==> src/rtl/fetch_unit.sv <==
// Instruction-fetch stage: owns the PC, runs the variable-latency imem handshake and
// presents one instruction plus its PC+2 to IF/ID until the hazard unit accepts it.
module fetch_unit #(
    parameter logic [15:0] RESET_PC  = 16'h0000,
    parameter logic [15:0] NOP_INSTR = 16'h0800
) (
    input  logic        clk_i,
    input  logic        rst_i,
    output logic [15:0] imem_addr_o,
    output logic        imem_rd_o,
    input  logic        imem_done_i,
    input  logic [15:0] imem_data_i,
    input  logic        accept_i,
    input  logic        redirect_i,
    input  logic [15:0] redirect_pc_i,
    output logic        if_valid_o,
    output logic [15:0] if_instr_o,
    output logic [15:0] if_pc_plus2_o,
    output logic        if_bubble_o,
    output logic        halted_o
);

    typedef enum logic [1:0] {StFetch, StHeld, StDrain, StHalted} state_e;

    state_e      state_q, state_d;
    logic [15:0] pc_q, pc_d;
    logic [15:0] drain_q, drain_d;
    logic [15:0] buf_instr_q, buf_instr_d;
    logic [15:0] buf_pc2_q, buf_pc2_d;

    logic [15:0] pc_plus2;
    logic [15:0] redirect_tgt;
    logic        valid;
    logic [15:0] instr_raw;

    assign pc_plus2     = pc_q + 16'd2;
    assign redirect_tgt = {redirect_pc_i[15:1], 1'b0};

    function automatic logic is_halt(input logic [15:0] instr);
        return instr[15:11] == 5'b00000;
    endfunction

    always_comb begin
        state_d       = state_q;
        pc_d          = pc_q;
        drain_d       = drain_q;
        buf_instr_d   = buf_instr_q;
        buf_pc2_d     = buf_pc2_q;
        imem_rd_o     = 1'b0;
        imem_addr_o   = pc_q;
        valid         = 1'b0;
        instr_raw     = NOP_INSTR;
        if_pc_plus2_o = pc_plus2;
        halted_o      = 1'b0;

        if (rst_i) begin
            if_pc_plus2_o = 16'h0000;
        end else begin
            unique case (state_q)
                StFetch: begin
                    imem_rd_o = 1'b1;
                    if (redirect_i) begin
                        pc_d = redirect_tgt;
                        // Abandoned request must still complete at its original address.
                        if (!imem_done_i) begin
                            drain_d = pc_q;
                            state_d = StDrain;
                        end
                    end else if (imem_done_i) begin
                        valid     = 1'b1;
                        instr_raw = imem_data_i;
                        if (accept_i) begin
                            if (is_halt(imem_data_i)) state_d = StHalted;
                            else                      pc_d    = pc_plus2;
                        end else begin
                            buf_instr_d = imem_data_i;
                            buf_pc2_d   = pc_plus2;
                            state_d     = StHeld;
                        end
                    end
                end
                StHeld: begin
                    if_pc_plus2_o = buf_pc2_q;
                    if (redirect_i) begin
                        pc_d    = redirect_tgt;
                        state_d = StFetch;
                    end else begin
                        valid     = 1'b1;
                        instr_raw = buf_instr_q;
                        if (accept_i) begin
                            if (is_halt(buf_instr_q)) begin
                                state_d = StHalted;
                            end else begin
                                pc_d    = pc_plus2;
                                state_d = StFetch;
                            end
                        end
                    end
                end
                StDrain: begin
                    imem_rd_o   = 1'b1;
                    imem_addr_o = drain_q;
                    if (redirect_i)  pc_d    = redirect_tgt;
                    if (imem_done_i) state_d = StFetch;
                end
                StHalted: begin
                    halted_o = 1'b1;
                    if (redirect_i) begin
                        pc_d    = redirect_tgt;
                        state_d = StFetch;
                    end
                end
                default: state_d = StFetch;
            endcase
        end
    end

    assign if_valid_o  = valid;
    assign if_bubble_o = !valid;
    assign if_instr_o  = valid ? instr_raw : NOP_INSTR;

    always_ff @(posedge clk_i) begin
        if (rst_i) begin
            state_q     <= StFetch;
            pc_q        <= RESET_PC;
            drain_q     <= 16'h0000;
            buf_instr_q <= 16'h0000;
            buf_pc2_q   <= 16'h0000;
        end else begin
            state_q     <= state_d;
            pc_q        <= pc_d;
            drain_q     <= drain_d;
            buf_instr_q <= buf_instr_d;
            buf_pc2_q   <= buf_pc2_d;
        end
    end

endmodule

==> config.mk <==
export PLATFORM = sky130hd
export DESIGN_NAME = fetch_unit
export DESIGN_NICKNAME = d
export VERILOG_FILES = /design/src/rtl/fetch_unit.sv
export SDC_FILE = /design/constraint.sdc
export NUM_CORES = 1
export LEC_CHECK = 0
export CORE_ASPECT_RATIO = 1.1
export CORE_MARGIN = 8
export CORE_UTILIZATION = 50
export DETAILED_ROUTE_END_ITERATION = 10
export GPL_TIMING_DRIVEN = 1
export PLACE_DENSITY = 0.85
export SLEW_MARGIN = 20
export SYNTH_ARGS = -nofsm -noshare
export SYNTH_HDL_FRONTEND = slang
export SYNTH_SLANG_ARGS = --single-unit
==> constraint.sdc <==
create_clock -name clk_i -period 2.2 [get_ports clk_i]
set_input_delay 0.22 -clock clk_i [delete_from_list [all_inputs] [get_ports clk_i]]
set_output_delay 0.22 -clock clk_i [all_outputs]
set_load 0.01 [all_outputs]
==> flow_metrics.tcl <==
set metrics [dict create \
    synthTopCellsByArea "sky130_fd_sc_hd__dfxtp_1 36%, sky130_fd_sc_hd__nand2_1 8.8%, sky130_fd_sc_hd__a21oi_1 7.5%, sky130_fd_sc_hd__nor2_1 7.0%, sky130_fd_sc_hd__a211oi_1 4.7%" \
    fillerInstances 511 \
    worstHoldPathType "primary input to flip-flop" \
    placed_cells_incl_taps 636 \
    max_freq_mhz 451 \
    clock_skew_ns 0.00778 \
    timing.slew.headroom_pct 61.6 \
    layout.cells.most_common "sky130_fd_sc_hd__nand2_1" \
    worst-endpoint-required_ns 1.98 \
    finalCritPeriodShare_pct 101 \
    dp_worst_setup_slack_ns -0.182 \
    crit_end_element "output pin" \
    final_layout_size_suffix_gt1_share_pct 23.4 \
    antenna_found_initial 0 \
    first_iter_violations 314 \
    vdd.ir_drop.worst_mv 0.408 \
    clk_transition_reported_paths_ns 0.07 \
    mean_instance_size_in_the_synthesized_netlist_um2 7.61 \
    crit-reg2reg-capture "pc_q[6]" \
    r2r-start "state_q[0]" \
    netlist_instances 466 \
    cap_viol_max_count 0 \
    timing.setup.critical_path_class "flip-flop to output pin" \
    worst_skew_late_latency_ns 0.35 \
    multiInputGateArea_mm2 0.00212 \
    dieHeight_um 104 \
    floorplan.initialDensity_pct 50.9 \
    worst-path-max-fanout 3 \
    finalNetCount 611 \
    synth_cell_type_count 48 \
    port_buffers 85 \
    synth_seq_area_share_pct 35.5 \
    violations "negative setup slack" \
    drc 0 \
    grt_setup_unrepaired "true" \
    run_status "finished with violations" \
    clock_path_buffers 2 \
    count_of_antenna_violating_nets_left_after_detailed_routing 0 \
    most_used_cells_in_the_layout_excluding_fill_and_tap_cells "83 x sky130_fd_sc_hd__nand2_1, 65 x sky130_fd_sc_hd__nor2_1, 56 x sky130_fd_sc_hd__dfxtp_1" \
    ios 89 \
    cts-hold-fix-buffers 0 \
    tritoncts_num_sinks 63 \
    utilization_after_layout_pct 71.1 \
    cts_made_buffers 9 \
    final_period_minus_worst_setup_slack_ns 2.22 \
    ys_seq_elements 63 \
    route.vias.total 3853 \
    worstHoldPathCells 3 \
    critical_path_data_arrival_time_ns 2.00 \
    final_hold_viol_count 0 \
    grt-ovfl-total 0 \
    pin_slew_with_the_least_headroom_to_its_limit_ns 0.576 \
    floorplan.core_area_mm2 0.00697 \
    dp_hpwl_um 7340 \
    timing.final.ws_setup_ns -0.0157 \
    n_antenna_cell 0 \
    gp_congestion 0.886 \
    reg2reg_depth 7 \
    grt_pass1_wl_um 17300 \
    fin_cells 663 \
    clock-root-buffer "sky130_fd_sc_hd__clkbuf_8" \
    final-seq-area_mm2 0.00127 \
    grt_max_degree 68 \
    tritoncts "yes" \
    ys.warnings.count 0 \
    die-width_um 96.3 \
    first_global_vias 3691 \
    detail_route.wirelength_um 11200 \
    timing.final.setup_violations 1 \
    p_leak_uw 0.00206 \
    slew_viol_final 0 \
    synthesis.area_mm2 0.00355 \
    hold_end "state_q[1]" \
    via_per_inst 5.81 \
    groute.usage.overall_pct 20.9 \
    ff2ff_setup_slack_ns 0.27 \
    min_from "rst_i" \
    cp-startpoint "pc_q[8]" \
    power.density_mw_per_mm2 611 \
    std_cell_rows 32 \
    syn_to_final_growth_pct 39.6 \
    floorplan.die_area_mm2 0.0101 \
    clock_tree.htree_level_count 3 \
    synth_top_area_cell "sky130_fd_sc_hd__dfxtp_1" \
    start_kind "flip-flop" \
    drt_pass1_iterations 5 \
    synth_top_area_share_pct 35.5 \
    routedWlPerCell_um 16.9 \
]
-- registers in the layout (all words and copies together) (netlist names) --
register / flops
state_q: 2
pc_q: 15
drain_q: 15
buf_instr_q: 16
buf_pc2_q: 15
-- worst max-delay path by stage --
stage | endpoint | slack [ns] | depth (start not counted)
after global placement | if_instr_o[1] | -0.15 | 6
after global routing | if_pc_plus2_o[15] | -0.06 | 7
after CTS | if_pc_plus2_o[15] | -0.14 | 6
after detailed placement | if_instr_o[0] | -0.18 | 6
final | if_pc_plus2_o[15] | -0.02 | 7
after floorplan | if_pc_plus2_o[15] | 0.31 | 6
-- area by class of cell --
type,count,share of cell area [%]
Clock buffer,11,2.85
Clock inverter,5,1.16
Inverter,1,0.0758
Multi-Input combinational cell,354,42.8
Sequential cell,63,25.7
Tap cell,85,2.15
Timing Repair Buffer,144,25.3
-- routing by layer --
layer  routed length, µm  share of wire [%]  GRT usage [%]
met1                4520                 40           24.0
met2                5460                 49           34.6
met3                 892                8.0           6.43
met4                 322                2.9           8.45
met5                   0                  0              0
-- cell usage after synthesis, drive strengths merged --
| library cell | count |
|---|---|
| and4 | 3 |
| a22oi | 16 |
| nand2b | 6 |
| a211oi | 22 |
| xor2 | 8 |
| mux2i | 1 |
| nand2 | 83 |
| mux2 | 15 |
| a221o | 2 |
| a221oi | 1 |
| nor3b | 3 |
| a21o | 2 |
| or3 | 3 |
| dfxtp | 63 |
| o32ai | 3 |
| nand4 | 5 |
| buf | 31 |
| nor4 | 2 |
| nor4b | 3 |
| o41ai | 1 |
| clkbuf | 18 |
| and3b | 1 |
| and3 | 4 |
| inv | 1 |
| a211o | 6 |
| ha | 1 |
| o21ai | 4 |
| and2 | 2 |
| nand3 | 5 |
| nor2 | 67 |
| xnor2 | 5 |
| o31ai | 1 |
| o221ai | 1 |
| nor2b | 5 |
| nor3 | 14 |
| or2 | 3 |
| nand3b | 1 |
| conb | 1 |
| a21oi | 53 |
-- per-stage QoR --
step,hold WS [ns],instance area [µm²],power [µW],setup TNS (ns)
after floorplan,0.356,3550,1670,0
after global placement,0.438,4640,1980,-2.15
after detailed placement,0.447,4640,2000,-2.27
after CTS,0.378,4830,2980,-0.140
after global routing,0.404,4950,3150,-0.130
final,0.381,4950,3030,-0.0157
-- timing repair --
item                                    4_1_cts  5_1_grt
gates resized for setup                      75       42
pin swaps                                     2       12
hold endpoints to repair                      0        0
endpoints found under the setup margin       48       18
buffers inserted                              1       10
-- logic make-up after synthesis --
logic type / count (synthesis) / share of synthesized area [%]
and+or+nand+nor: 210 / 27.3
AOI/OAI and AO/OA: 112 / 20.6
DFF: 63 / 35.5
buffers and inverters: 50 / 7.86
muxes: 16 / 5.04
xor gates and xnor gates: 13 / 3.21
adders and majority gates: 1 / 0.353
other: 1 / 0.106
-- power by group --
group	total, µW	internal, µW	switching [µW]
clock	1020	552	467
sequential	1250	1200	44.3
combinational	759	366	394
total	3030	2120	905
-- critical path: stages (launching register included) --
cell and delay (ns):
sky130_fd_sc_hd__dfxtp_2 0.37, sky130_fd_sc_hd__nand4_1 0.18, sky130_fd_sc_hd__buf_4 0.20, sky130_fd_sc_hd__nor4_4 0.30, sky130_fd_sc_hd__xor2_1 0.24, sky130_fd_sc_hd__nor2_1 0.06, sky130_fd_sc_hd__nor3_1 0.13, sky130_fd_sc_hd__buf_2 0.17
(Power assumes the default switching activity.)
